### config.mk
export PLATFORM = sky130hd
export DESIGN_NAME = temp_bcd_converter
export DESIGN_NICKNAME = d
export VERILOG_FILES = /design/src/rtl/greenhouse_pkg.sv /design/src/rtl/bcd_dabble_step.sv /design/src/rtl/temp_bcd_converter.sv
export SDC_FILE = /design/constraint.sdc
export NUM_CORES = 1
export LEC_CHECK = 0
export CORE_UTILIZATION = 39
export DETAILED_ROUTE_END_ITERATION = 10
export SYNTH_ARGS = -nofsm -noshare
export SYNTH_HDL_FRONTEND = slang
export SYNTH_HIERARCHICAL = 1
export SYNTH_SLANG_ARGS = --single-unit
### constraint.sdc
create_clock -name clk -period 2.2 [get_ports clk]
set_clock_uncertainty 0.2 [all_clocks]
set_input_delay 0.66 -clock clk [delete_from_list [all_inputs] [get_ports clk]]
set_output_delay 0.66 -clock clk [all_outputs]
set_load 0.02 [all_outputs]
### src/rtl/greenhouse_pkg.sv
// Shared types and constants for the greenhouse temperature display path.
package greenhouse_pkg;

  localparam int unsigned DIGIT_W       = 4;
  localparam int unsigned DEF_MAX_VALUE = 999;

  typedef enum logic [1:0] {
    IDLE  = 2'd0,
    SHIFT = 2'd1,
    HOLD  = 2'd2
  } conv_state_t;

  typedef struct packed {
    logic [DIGIT_W-1:0] hundreds;
    logic [DIGIT_W-1:0] tens;
    logic [DIGIT_W-1:0] ones;
  } bcd3_t;

  // BCD digits needed for 2**w-1 (w*log10(2) rounded down, plus one); at least
  // four so a thousands digit always exists to flag out-of-range samples.
  function automatic int unsigned bcd_digits(input int unsigned w);
    int unsigned d;
    d = (w * 30103) / 100000 + 1;
    return (d < 4) ? 4 : d;
  endfunction

endpackage

### src/rtl/bcd_dabble_step.sv
// Double-dabble correction for one BCD digit: add 3 when the digit is 5 or more.
module bcd_dabble_step
  import greenhouse_pkg::*;
(
  input  logic [DIGIT_W-1:0] digit,
  output logic [DIGIT_W-1:0] adj_c
);

  always_comb begin
    adj_c = digit;
    if (digit >= DIGIT_W'(5)) adj_c = digit + DIGIT_W'(3);
  end

endmodule

### src/rtl/temp_bcd_converter.sv
// Binary temperature to three BCD digits, committed to the display on frame_start.
// Optional TEMP_BCD_SATURATE_EN: out-of-range samples display 9,9,9 instead of value mod 1000.
module temp_bcd_converter
  import greenhouse_pkg::*;
#(
  parameter int unsigned WIDTH     = 10,
  parameter int unsigned MAX_VALUE = DEF_MAX_VALUE
) (
  input  logic               clk,
  input  logic               rst_n,
  input  logic [WIDTH-1:0]   sample_value,
  input  logic               sample_valid,
  output logic               sample_ready,
  input  logic               frame_start,
  output logic [DIGIT_W-1:0] temp_value_100,
  output logic [DIGIT_W-1:0] temp_value_10,
  output logic [DIGIT_W-1:0] temp_value_1,
  output logic               overflow,
  output logic               update
);

  localparam int unsigned NDIG  = bcd_digits(WIDTH);
  localparam int unsigned BCD_W = NDIG * DIGIT_W;
  localparam int unsigned LOW_W = 3 * DIGIT_W;
  localparam int unsigned CNT_W = $clog2(WIDTH + 1);
  localparam int unsigned CMP_W = (WIDTH > 32) ? WIDTH : 32;
  localparam int unsigned SH_W  = BCD_W + WIDTH;

  conv_state_t       state_q;
  logic [CNT_W-1:0]  cnt_q;
  logic [WIDTH-1:0]  bin_q;
  logic [BCD_W-1:0]  bcd_q;
  logic              gt_max_q;
  bcd3_t             res_q;
  logic              res_ovf_q;
  bcd3_t             disp_q;

  logic [BCD_W-1:0]  bcd_adj_c;
  logic [SH_W-1:0]   shift_c;
  bcd3_t             low_c;
  bcd3_t             res_next_c;
  logic              ovf_c;

  // Add-3 correction on every digit ahead of each shift.
  for (genvar g = 0; g < NDIG; g++) begin : g_dabble
    bcd_dabble_step u_step (
      .digit (bcd_q[g*DIGIT_W +: DIGIT_W]),
      .adj_c (bcd_adj_c[g*DIGIT_W +: DIGIT_W])
    );
  end

  assign shift_c = {bcd_adj_c, bin_q} << 1;
  assign low_c   = bcd3_t'(bcd_q[LOW_W-1:0]);
  // Thousands and above only feed the overflow status, never the display.
  assign ovf_c   = gt_max_q | (|bcd_q[BCD_W-1:LOW_W]);

`ifdef TEMP_BCD_SATURATE_EN
  assign res_next_c = ovf_c ? bcd3_t'({DIGIT_W'(9), DIGIT_W'(9), DIGIT_W'(9)}) : low_c;
`else
  assign res_next_c = low_c;
`endif

  // Conversion FSM: accept in IDLE, WIDTH shift steps plus one finalize cycle, commit in HOLD.
  always_ff @(posedge clk or negedge rst_n) begin
    if (!rst_n) begin
      state_q      <= IDLE;
      cnt_q        <= '0;
      bin_q        <= '0;
      bcd_q        <= '0;
      gt_max_q     <= 1'b0;
      res_q        <= '0;
      res_ovf_q    <= 1'b0;
      disp_q       <= '0;
      overflow     <= 1'b0;
      update       <= 1'b0;
      sample_ready <= 1'b1;
    end else begin
      update <= 1'b0;
      case (state_q)
        IDLE: begin
          if (sample_valid) begin
            bin_q        <= sample_value;
            bcd_q        <= '0;
            cnt_q        <= '0;
            gt_max_q     <= CMP_W'(sample_value) > CMP_W'(MAX_VALUE);
            sample_ready <= 1'b0;
            state_q      <= SHIFT;
          end
        end
        SHIFT: begin
          if (cnt_q == CNT_W'(WIDTH)) begin
            res_q     <= res_next_c;
            res_ovf_q <= ovf_c;
            state_q   <= HOLD;
          end else begin
            bcd_q <= shift_c[SH_W-1:WIDTH];
            bin_q <= shift_c[WIDTH-1:0];
            cnt_q <= cnt_q + CNT_W'(1);
          end
        end
        HOLD: begin
          if (frame_start) begin
            disp_q       <= res_q;
            overflow     <= res_ovf_q;
            update       <= 1'b1;
            sample_ready <= 1'b1;
            state_q      <= IDLE;
          end
        end
        default: begin
          state_q      <= IDLE;
          sample_ready <= 1'b1;
        end
      endcase
    end
  end

  assign temp_value_100 = disp_q.hundreds;
  assign temp_value_10  = disp_q.tens;
  assign temp_value_1   = disp_q.ones;

endmodule

# Yosys cells after proc, flatten, opt, wreduce, memory -nomap -nowiden
# Cells that the tools add are included.
# word_totals
n_memories,0
latch_bits,0
out_inout_bits,15
ramBits,0
rom_bits,0
word_cells,65
inputBits,14
regBits,61
# op_classes
shift,0
muxes,22
n_addsub,5
magnitude_cmp,5
multipliers,0
eq_ne,7
bitwise,2
reduce_logical,9
div,0
# op_table
operator,count
16-bit two-way mux,2
16-bit case mux with 2 select lines,1
10-bit two-way mux,2
4-bit two-way mux,5
10-bit case mux with 2 select lines,1
"4-bit by 3-bit >= comparator with 1-bit output, second input constant",4
"4-bit by 2-bit adder with 4-bit output, second input constant",3
"10-bit greater-than comparator, second input constant",1
3-bit AND reduction,3
"2-bit inequality test, second input constant",4
4-bit case mux with 2 select lines,1
2-bit two-way mux,3
2-bit case mux with 3 select lines,1
2-bit AND reduction,3
"4-bit by 1-bit adder with 4-bit output, second input constant",1
"4-bit equality test, second input constant",1
1-bit two-way mux,4
4-bit OR reduction,1
"3-bit by 2-bit adder with 3-bit output, second input constant",1
3-bit two-way mux,1
1-bit case mux with 3 select lines,1
"2-bit by 1-bit equality test with 1-bit output, second input constant",1
"2-bit equality test, second input constant",1
2-bit zero test,1
3 further kinds,3

# Longest topological paths before layout
# logic_depth
ltp_word,4
depth_mapped,7
mapped_depth_nobuf,6

# By module
# Netlist, hierarchy kept.
# by_module_without_submodules
mod,cells_each,area_per_inst_um2,seq_area_each_um2,instances
temp_bcd_converter,168,2534.9,1527.7,1
bcd_dabble_step,16,101.3,0.0,4

# Least setup slack after synthesis
# No wires, ideal clock.
# synth_timing
kind,register to register
start,reg cnt_q[0]
end,reg res_ovf_q
stages_incl_launch_ff,7
required_ns,1.875
setup_ns,0.125
n_path_buf,1
arrival_ns,1.456
period_less_slack_ns,1.781
path_slack_ns,0.419
path_cell_list,dfrtp_1 -> inv_1 -> ha_1 -> nand2_1 -> nor3_4 -> buf_6 -> mux2_2
# synth_between
elab_chain_cells,2
# synth_lines
element,line,text
start: declaration,temp_bcd_converter.sv:30,logic [CNT_W-1:0] cnt_q;
start signal: assignment,temp_bcd_converter.sv:98,cnt_q <= cnt_q + CNT_W'(1);
4-bit equality test,temp_bcd_converter.sv:91,if (cnt_q == CNT_W'(WIDTH)) begin
2-bit AND reduction (no source line),--,
end signal: assignment,temp_bcd_converter.sv:93,res_ovf_q <= ovf_c;
end: declaration,temp_bcd_converter.sv:35,logic res_ovf_q;
# Every way passes these cells.
# A chain may end at the register's enable or synchronous reset.

# Final worst setup path
# layout_timing
start,"reg disp_q, in the netlist temp_value_10[0]"
end,out temp_value_10[0]
# layout_lines
element,line,text
start: declaration,temp_bcd_converter.sv:36,bcd3_t disp_q;
start signal: assignment,temp_bcd_converter.sv:103,disp_q <= res_q;
end: declaration,temp_bcd_converter.sv:16,"output logic [DIGIT_W-1:0] temp_value_10,"
# No word-level cell between the ends.

==> flow_metrics.py <==
metrics = {
    "clock_tree": {
        "cts_tree": "yes",
        "root_buffer": "clkbuf_8",
        "cts.htree.levels": 3,
        "cts_buffer_depth": 2,
        "path_clk_slew_ns": 0.06,
        "clock-sinks": 61,
        "cts-resized-gates": 1,
        "cts_made_buffers": 9,
        "clk-insertion-delay-late_ns": 0.34,
        "post_cts_buffers": 0,
        "ctsHoldBuffers": 0,
    },
    "sta": {
        "tightest_slew_ns": 0.326,
        "slew_headroom": 0.783,
        "rsz0062_at_grt": "no",
        "setup_violations": 0,
        "setup_ws_ns": 0.0647,
        "fin_setup_tns_ns": 0,
        "max_clock_freq_mhz": 468,
        "fin_hold_ws_ns": 0.127,
        "period_share": 0.971,
        "period_minus_slack_ns": 2.14,
        "hold_violations": 0,
        "drv_slew": 0,
    },
    "pwr": {
        "pwr-share-comb": 0.396,
        "leakage_uw": 0.00174,
        "internal-power_uw": 3250,
        "pwr-share-clk": 0.214,
        "total_power_uw": 4850,
        "vdd_drop_max_mv": 0.569,
        "p_sw_uw": 1600,
        "switching_share": 0.329,
        "power_frac_seq": 0.390,
        "powerDensity_nw_per_um2": 1360,
    },
    "logic_synthesis": {
        "yosys_warnings": 6,
        "syn_inst": 228,
        "synth.net_count": 252,
        "syn_area_per_cell_sq_um": 12.8,
        "synthesis.area_sq_um": 2920,
    },
    "floorplan": {
        "dieHeight_microns": 88.5,
        "die_x_microns": 88.5,
        "io-pin-count": 29,
        "start_util": 0.403,
        "fp-row-count": 31,
        "die_area_sq_um": 7840,
        "core-area_sq_um": 7250,
    },
    "global_routing": {
        "overflow": 0,
        "grt_max_degree": 62,
        "antenna_found_initial": 0,
        "grt_pass1_vias": 1802,
        "grtUsageTotal": 0.145,
        "grt_first_pass_wirelength_mm": 8.46,
    },
    "routing": {
        "viasPerCell": 4.91,
        "wl_per_cell_microns": 13.0,
        "drt.antenna.violating_nets": 0,
        "drc": 0,
        "first_pass_iters": 4,
        "drt-total-wl_mm": 4.84,
        "vias": 1831,
        "drt_iter0_drc": 52,
    },
    "setup_path": {
        "crit_family": "buffers and inverters",
        "path_cells": "clkdlybuf4s50_1",
        "slowest_delay_ns": 0.60,
        "critPathLaunch": "temp_value_10[0]",
        "crit_fanout": 2,
        "cp_slowest_cell": "clkdlybuf4s50_1",
        "required_ns": 1.34,
        "critPathCaptureType": "output port",
        "crit_type": "register to output port",
        "cp-start-kind": "register",
        "critPathBufInv": 1,
        "rr_worst_depth": 6,
        "endpoint": "temp_value_10[0]",
        "cp_num_cells": 1,
        "arrival_ns": 1.28,
        "r2r_start": "cnt_q[0]",
        "r2r-end": "bin_q[3]",
        "ff2ff_setup_slack_ns": 0.31,
    },
    "place": {
        "gp_congestion": 0.749,
        "post-place-cells": 357,
        "pre_cts_ws_ns": -0.0461,
        "port_buffers": 28,
        "dp_hpwl_mm": 3.19,
    },
    "final_layout": {
        "drive_gt1_frac": 0.296,
        "regArea_sq_um": 1530,
        "insertedDiodeCount": 0,
        "final-instance-count-excl-fill": 373,
        "fillers": 689,
        "fin_nets": 293,
        "multi_input_area_sq_um": 1270,
        "area_growth_pct": 22.0,
    },
    "flow_run": {
        "maxCapViolCount": 0,
    },
    "status": {
        "outcome": "complete, no violations",
    },
    "min_path": {
        "hold_path.class": "input pin to async pin",
    },
}
[placed cells by master, fill, tap and decap left out, drive strengths merged, types with 8 or more instances in the layout]
cell           count
ha                10
inv               14
clkdlybuf4s50     25
clkbuf            13
dfrtp             60
a22o              18
o21ai              8
nand2             19
buf               11
mux2              45
nand2b             9
[sequential cells by signal, indices dropped and copies added, names as in the netlist]
register / flops
bcd_q: 16
bin_q: 10
cnt_q: 4
gt_max_q: 1
overflow: 1
res_ovf_q: 1
res_q: 12
sample_ready: 1
state_q: 2
temp_value_1: 4
temp_value_10: 4
temp_value_100: 4
update: 1
[cell type report]
class,instances,share of cell area
Multi-Input combinational cell,145,0.357
Clock inverter,3,0.0119
Timing Repair Buffer,38,0.106
Clock buffer,13,0.0474
Sequential cell,61,0.429
Tap cell,99,0.0348
Inverter,14,0.0148
[per-stage QoR]
step	instance area [sq um]	util
after global routing	3560	0.491
after floorplan	2920	-
after detailed placement	3350	0.462
final	3560	0.491
after CTS	3560	0.491
after global placement	3350	0.462
[worst min-delay path by stage]
stage | startpoint | to | slack [ns] | cells past startpoint
6_report | rst_n | bcd_q[15] | 0.13 | 2
5_1_grt | rst_n | temp_value_100[0] | 0.16 | 2
4_1_cts | rst_n | temp_value_100[3] | 0.13 | 2
3_5_place_dp | cnt_q[3] | cnt_q[3] | 0.28 | 1
3_3_place_gp | cnt_q[3] | cnt_q[3] | 0.28 | 1
2_1_floorplan | rst_n | bcd_q[0] | 0.16 | 0
[power by group through the flow]
stage | Clock (uW) | Sequential (uW) | Combinational, uW
floorplan | 0 | 1880 | 1540
global placement | 0 | 1900 | 1890
detailed placement | 0 | 1910 | 1940
CTS | 1070 | 1900 | 1950
global route | 1120 | 1960 | 2150
finish | 1040 | 1890 | 1920
[routing by layer]
metal  vias up  global-route usage  wire length [microns]
met5         -                   0                      0
met4         0              0.0792                     95
met3         8              0.0336                    148
met2        26               0.222                   2170
met1       906               0.191                   2420
li1        891                   -                      -
No activity file was read; power rests on OpenSTA's default activity.
